### src/rtl/my_sync_fifo_rdvar.sv
// Sync FIFO with a fixed 2-sample write and a 0..3-sample variable pop.
// The read side always sees a combinational peek window of the 3 oldest slots.
module my_sync_fifo_rdvar #(
    parameter int unsigned DW         = 8,
    parameter int unsigned FIFO_DEPTH = 16
) (
    input  logic                          clk,
    input  logic                          rst_n,
    input  logic                          flush,
    input  logic                          wr_en,
    input  logic [2*DW-1:0]               wr_data,
    output logic                          wr_ready,
    input  logic [1:0]                    rd_num,
    output logic [3*DW-1:0]               rd_data,
    output logic [$clog2(FIFO_DEPTH):0]   rd_level,
    output logic                          full,
    output logic                          empty,
    output logic                          wr_ovf,
    output logic                          rd_unf
);

    localparam int unsigned ADDR_WIDTH = $clog2(FIFO_DEPTH);
    localparam int unsigned CW         = ADDR_WIDTH + 1;

    logic [DW-1:0]         mem_q [FIFO_DEPTH];
    logic [DW-1:0]         mem_d [FIFO_DEPTH];
    logic [ADDR_WIDTH-1:0] wr_ptr_q, wr_ptr_d;
    logic [ADDR_WIDTH-1:0] rd_ptr_q, rd_ptr_d;
    logic [CW-1:0]         count_q, count_d;
    logic                  wr_ovf_q, wr_ovf_d;
    logic                  rd_unf_q, rd_unf_d;

    logic                  wr_acc;
    logic                  pop_ok;
    logic [CW-1:0]         pop;
    logic [ADDR_WIDTH-1:0] wr_ptr_p1;
    logic [ADDR_WIDTH-1:0] rd_ptr_p1;
    logic [ADDR_WIDTH-1:0] rd_ptr_p2;

    // Room is judged on the registered count only; a same-cycle pop grants nothing.
    assign wr_ready  = (count_q <= CW'(FIFO_DEPTH - 2));
    assign wr_acc    = wr_en & wr_ready;
    assign pop_ok    = (CW'(rd_num) <= count_q);
    assign pop       = pop_ok ? CW'(rd_num) : '0;

    // ADDR_WIDTH-wide sums wrap modulo FIFO_DEPTH on their own.
    assign wr_ptr_p1 = wr_ptr_q + ADDR_WIDTH'(1);
    assign rd_ptr_p1 = rd_ptr_q + ADDR_WIDTH'(1);
    assign rd_ptr_p2 = rd_ptr_q + ADDR_WIDTH'(2);

    always_comb begin
        mem_d    = mem_q;
        wr_ptr_d = wr_ptr_q;
        rd_ptr_d = rd_ptr_q;
        count_d  = count_q;
        wr_ovf_d = 1'b0;
        rd_unf_d = 1'b0;
        if (flush) begin
            wr_ptr_d = '0;
            rd_ptr_d = '0;
            count_d  = '0;
        end else begin
            if (wr_acc) begin
                mem_d[wr_ptr_q]  = wr_data[2*DW-1:DW];
                mem_d[wr_ptr_p1] = wr_data[DW-1:0];
                wr_ptr_d         = wr_ptr_q + ADDR_WIDTH'(2);
            end
            rd_ptr_d = rd_ptr_q + pop[ADDR_WIDTH-1:0];
            count_d  = count_q + (wr_acc ? CW'(2) : CW'(0)) - pop;
            wr_ovf_d = wr_en & ~wr_ready;
            rd_unf_d = ~pop_ok;
        end
    end

    always_ff @(posedge clk) begin
        if (!rst_n) begin
            for (int i = 0; i < FIFO_DEPTH; i++) begin
                mem_q[i] <= '0;
            end
            wr_ptr_q <= '0;
            rd_ptr_q <= '0;
            count_q  <= '0;
            wr_ovf_q <= 1'b0;
            rd_unf_q <= 1'b0;
        end else begin
            mem_q    <= mem_d;
            wr_ptr_q <= wr_ptr_d;
            rd_ptr_q <= rd_ptr_d;
            count_q  <= count_d;
            wr_ovf_q <= wr_ovf_d;
            rd_unf_q <= rd_unf_d;
        end
    end

    assign rd_data  = {mem_q[rd_ptr_q], mem_q[rd_ptr_p1], mem_q[rd_ptr_p2]};
    assign rd_level = count_q;
    assign full     = (count_q == CW'(FIFO_DEPTH));
    assign empty    = (count_q == '0);
    assign wr_ovf   = wr_ovf_q;
    assign rd_unf   = rd_unf_q;

endmodule
### config.mk
export PLATFORM = sky130hd
export DESIGN_NAME = my_sync_fifo_rdvar
export DESIGN_NICKNAME = d
export VERILOG_FILES = /design/src/rtl/my_sync_fifo_rdvar.sv
export SDC_FILE = /design/constraint.sdc
export NUM_CORES = 1
export LEC_CHECK = 0
export ABC_CLOCK_PERIOD_IN_PS = 3240
export BUFFER_PORTS_ARGS = -buffer_cell sky130_fd_sc_hd__buf_2
export CELL_PAD_IN_SITES_DETAIL_PLACEMENT = 0
export CELL_PAD_IN_SITES_GLOBAL_PLACEMENT = 1
export CORE_MARGIN = 2
export CORE_UTILIZATION = 49
export DETAILED_ROUTE_END_ITERATION = 8
export PLACE_DENSITY = 0.84
export SYNTH_ARGS = -nofsm -noshare
export SYNTH_HDL_FRONTEND = slang
export SYNTH_SLANG_ARGS = --single-unit
### constraint.sdc
create_clock -name clk -period 3.24 [get_ports clk]
set_clock_uncertainty 0.15 [all_clocks]
set_input_delay 0.162 -clock clk [delete_from_list [all_inputs] [get_ports clk]]
set_output_delay 0.162 -clock clk [all_outputs]
set_load 0.005 [all_outputs]
Word level (Yosys, flattened, before mapping)
Cells that the tools add are included.
{"block": "classes", "add_sub_neg": 7, "order_cmp": 9, "n_eq_ne": 1, "muxes": 17, "bitwise": 11, "n_reduce_logical": 5}
{"operator": "$bwmux 128", "n": 2}
{"operator": "$bmux 8 s4", "n": 3}
{"operator": "$demux 8 s4", "n": 2}
{"operator": "$mux 8", "n": 8}
{"operator": "$ge 5x5->1 const B", "n": 5}
{"operator": "$not 4->5", "n": 5}
{"operator": "$lt 5x1->1 const B", "n": 2}
{"operator": "$add 4x1->4 const B", "n": 2}
{"operator": "$add 4x2->4 const B", "n": 2}
{"operator": "$add 5x2->5", "n": 1}
{"operator": "$eq 5x5->1 const B", "n": 1}
{"operator": "$le 2x5->1", "n": 1}
{"operator": "$le 5x4->1 const B", "n": 1}
{"operator": "$logic_not 5->1", "n": 1}
{"operator": "$sub 5x2->5", "n": 1}
{"operator": "$add 4x2->4", "n": 1}
{"operator": "$mux 2", "n": 2}
{"operator": "$not 1->1", "n": 4}
{"operator": "$and 1x1->1", "n": 2}
{"operator": "$logic_and 1x1->1", "n": 2}
{"operator": "$reduce_and 2->1", "n": 1}
{"operator": "$reduce_or 2->1", "n": 1}
{"block": "totals", "regBits": 143, "inputBits": 22, "out_inout_bits": 34, "word_cells": 71}

Logic depth before layout (Yosys ltp)
{"block": "depth", "word_depth": 7, "depth_mapped": 12}

Worst setup path after synthesis
Ideal clock, no wire load.
{"block": "synth_path", "path_type": "flip-flop to flip-flop", "from": "register count_q[1] (netlist: rd_level[1])", "to": "register count_q[3] (netlist: rd_level[3])", "setup_ns": 0.126, "arrival_time_ns": 2.476, "setup_slack_ns": 0.488, "stages_incl_launch_ff": 12, "period_less_slack_ns": 2.752, "cell_sequence": "dfxtp_1 -> inv_1 -> ha_1 -> nor2b_1 -> o2111ai_1 -> and2_1 -> fa_1 -> inv_1 -> ha_1 -> fa_1 -> xor2_1 -> nor2_1"}
{"block": "synth_between", "elab_chain_len": 5}
{"item": "start: declaration", "line": "29", "source": "logic [CW-1:0] count_q, count_d;"}
{"item": "start signal: assignment", "line": "89", "source": "count_q <= count_d;"}
{"item": "$le 5x4->1", "line": "41", "source": "assign wr_ready = (count_q <= CW'(FIFO_DEPTH - 2));"}
{"item": "$and 1x1->1", "line": "42", "source": "assign wr_acc = wr_en & wr_ready;"}
{"item": "$mux 2", "line": "69", "source": "count_d = count_q + (wr_acc ? CW'(2) : CW'(0)) - pop;"}
{"item": "$add 5x2->5", "line": "69"}
{"item": "$sub 5x2->5 *", "line": "69"}
Every way passes the cells marked *; elsewhere a longest branch is shown, timed or not.
A chain may end at the register's enable or synchronous reset.

Worst setup path after layout
{"block": "layout_path", "from": "register rd_ptr_q[1]", "to": "output port rd_data[12]"}
{"block": "layout_between", "elab_chain_len": 5}
{"item": "start: declaration", "line": "28", "source": "logic [ADDR_WIDTH-1:0] rd_ptr_q, rd_ptr_d;"}
{"item": "start signal: assignment", "line": "88", "source": "rd_ptr_q <= rd_ptr_d;"}
{"item": "$add 4x1->4", "line": "48", "source": "assign rd_ptr_p1 = rd_ptr_q + ADDR_WIDTH'(1);"}
{"item": "$not 4->5 (not written as such)", "line": "95", "source": "assign rd_data = {mem_q[rd_ptr_q], mem_q[rd_ptr_p1], mem_q[rd_ptr_p2]};"}
{"item": "$bmux 8 s4", "line": "95"}
{"item": "$mux 8 (not written as such) (2 in a row)", "line": "95"}
{"item": "end: declaration", "line": "14", "source": "output logic [3*DW-1:0] rd_data,"}
No other way between the ends. The select of a mux whose other input is x is not followed.

==> qor.txt <==
Outcome: finished, final reports clean
Core Area: 18,100 um^2
Final min period: 3.13 ns
Power per cell area: 528 nW/um^2
CP endpoint kind: output pin
Main synth FF type: dfxtp_1
Sequential area share after synthesis: 0.311
Cell Area, Synth: 9140 um^2
Logic pwr share: 0.251
Port Buffers: 55
NetSw: 1.69 mW
Rows: 49
Vias: 7,865
Post-DP HPWL: 16,200 um
Tightest Hold Check Type: in -> reg
Crit share post-route: 0.965
Postcts setup bufs: 0
GPL Wtd Cong: 0.829
Nets@finish: 967
Sw frac: 0.308
Reg clk slew, reported paths: 0.06 ns
TritonCTS clock tree: built
Area contributors post-synth: dfxtp_1, mux4_2, a21boi_0
Unrepaired setup endpoints after global routing: false
Rel. slew slack: 0.464
Sequential Power Share: 0.345
Startpoint types: flop
Wire per inst: 23.7 um
Yosys top cell by area: dfxtp_1
GRT met2 Usage: 0.459
Max Slew Vio Count: 0
Syn_nets: 961
GR met3 Demand/Resource: 0.0673
Antenna-violating nets left: 0
Most frequent cell after synthesis: dfxtp_1
Final Hold Viols: 0
CTS max path bufs: 2
Hold slack: 0.0291 ns
DR vias/cell: 6.73
Layout cells sized above 1: 0.220
Netlist cell types: 43
Critical Path RT: 2.93 ns
Pwr Total: 5.48 mW
Number of enable flip-flop cells after synthesis: 0
Crit path DAT: 2.81 ns
Area growth from synthesis to layout: 13.5%
Fmax: 320 MHz
Yosys warning total: 0
Global Route Usage Sum: 0.283
Avg Cell Area, Syn: 9.93 um^2
Starting Density: 0.504
Pre-antenna DRT Iters: 7
Post_cts resized: 0
TNS Setup: 0 ns
First-pass GRT wire length: 43,500 um
Die X: 141 um
Worst skew pair latency: 0.43 ns
Met1 usage: 0.374
Full die area: 19,800 um^2
Fin cells: 1,169
Mapped Cells: 921
DR DRC count: 0
Cts bufs inserted: 17
I/O pin count: 56
Static Leak: 3.56 nW
Fin util: 0.572
Measured slew at the worst slew-check pin: 0.802 ns
Fillers: 1,599
Critical path class: reg -> out
Inst Count DP: 1,118
Most common library cells after synthesis: dfxtp_1, nand3_1, o21ai_0
Vias in the first global route: 7,663
Hold buffers post-CTS: 19
GR peak layer: met2
DRT iter0 DRCs: 773
H-tree Lvls: 4
Antenna cell count: 0
FF+latch count, synth: 142
Total Wirelength: 27,700 um
Die height: 141 um
Synth top area share: 0.311
Pin count of the biggest net entering global routing: 65
Max-Cap Viols: 0
Antenna violations before repair: 0
Cell Int Power: 3.80 mW
Clock power share: 0.404
Clock Sinks: 142
Final setup violation count: 0
Grt total ovfl: 0
VDD IR max: 445 uV
Root buffer cell: clkbuf_16
Post-synth ARST share: 0
Worst-path maximum fanout: 32
-- metal layers --
layer  vias to the layer above  part of all wire
li1                       3509                 -
met1                      3896              0.40
met2                       407              0.48
met3                        53             0.092
met4                         0             0.025
met5                         -                 0
-- layout make-up --
type,instances,area (um^2),area share
Clock buffer,18,450,0.0434
Clock inverter,14,214,0.0206
Inverter,10,37.5,0.00362
Multi-Input combinational cell,654,5750,0.554
Sequential cell,142,2850,0.275
Tap cell,229,287,0.0276
Timing Repair Buffer,102,788,0.0759
-- through the flow --
step / cell area [um^2] / setup WS (ns)
after floorplan: 9140 / 0.488
after global placement: 9530 / 0.372
after detailed placement: 9530 / 0.343
after CTS: 10400 / 0.121
after global routing: 10400 / 0.0241
final: 10400 / 0.115
-- logic make-up after synthesis --
| kind of cell | share of synthesized area |
|---|---|
| compound gates | 0.220 |
| mux | 0.252 |
| xor+xnor | 0.00944 |
| flops | 0.311 |
| fa+ha+maj | 0.0271 |
| simple gates | 0.117 |
| buf+inv | 0.0636 |
-- critical path: stages (launching register included) --
cell     delay (ns)
dfxtp_4        0.60
ha_1           0.26
xor2_2         0.13
buf_4          0.42
mux4_2         0.29
mux2i_1        0.07
a21oi_1        0.39
buf_2          0.20
-- power by group through the flow --
stage / registers [mW] / logic (mW) / clock network (mW)
after floorplan: 1.88 / 1.00 / 0
after global placement: 1.92 / 1.34 / 0
after detailed placement: 1.93 / 1.35 / 0
after CTS: 1.89 / 1.38 / 2.25
after global routing: 1.90 / 1.49 / 2.31
final: 1.89 / 1.38 / 2.21
-- placed cells by master, fill, tap and decap left out, types with 5 or more instances in the layout --
master         Yosys  layout
ha_1              15      15
o21ai_0          129     129
mux4_2            82      82
dfxtp_1          142     140
buf_12             2       9
nor2_1            16      16
a21boi_1          21      21
mux2i_1            9       9
a22oi_1           26      26
mux4_1            14      14
nand3_1          130     130
dlygate4sd3_1      0      19
xor2_1             6       6
inv_1             10      10
a21boi_0         107     107
nand2_1           21      21
a21oi_1           10      10
buf_4              7      19
a211oi_1          11      11
clkbuf_16          0      18
bufinv_16          0       5
nor2b_1           20      20
and2_1             9       9
buf_2             30      55
-- worst paths after layout --
| path | to | slack (ns) | from | cells past startpoint |
|---|---|---|---|---|
| setup / recovery | rd_data[12] | 0.11 | rd_ptr_q[1] | 7 |
| setup reg to reg | rd_level[3] | 0.35 | rd_level[1] | 11 |
| hold / removal | rd_level[0] | 0.03 | rd_num[0] | 4 |
| hold reg to reg | mem_q[31] | 0.35 | mem_q[31] | 2 |
-- sequential cells by signal, indices dropped and copies added (netlist names) --
signal / cells
mem_q: 128
rd_level: 5
rd_ptr_q: 4
rd_unf: 1
wr_ovf: 1
wr_ptr_q: 3
No activity file was read; power rests on OpenSTA's default activity.
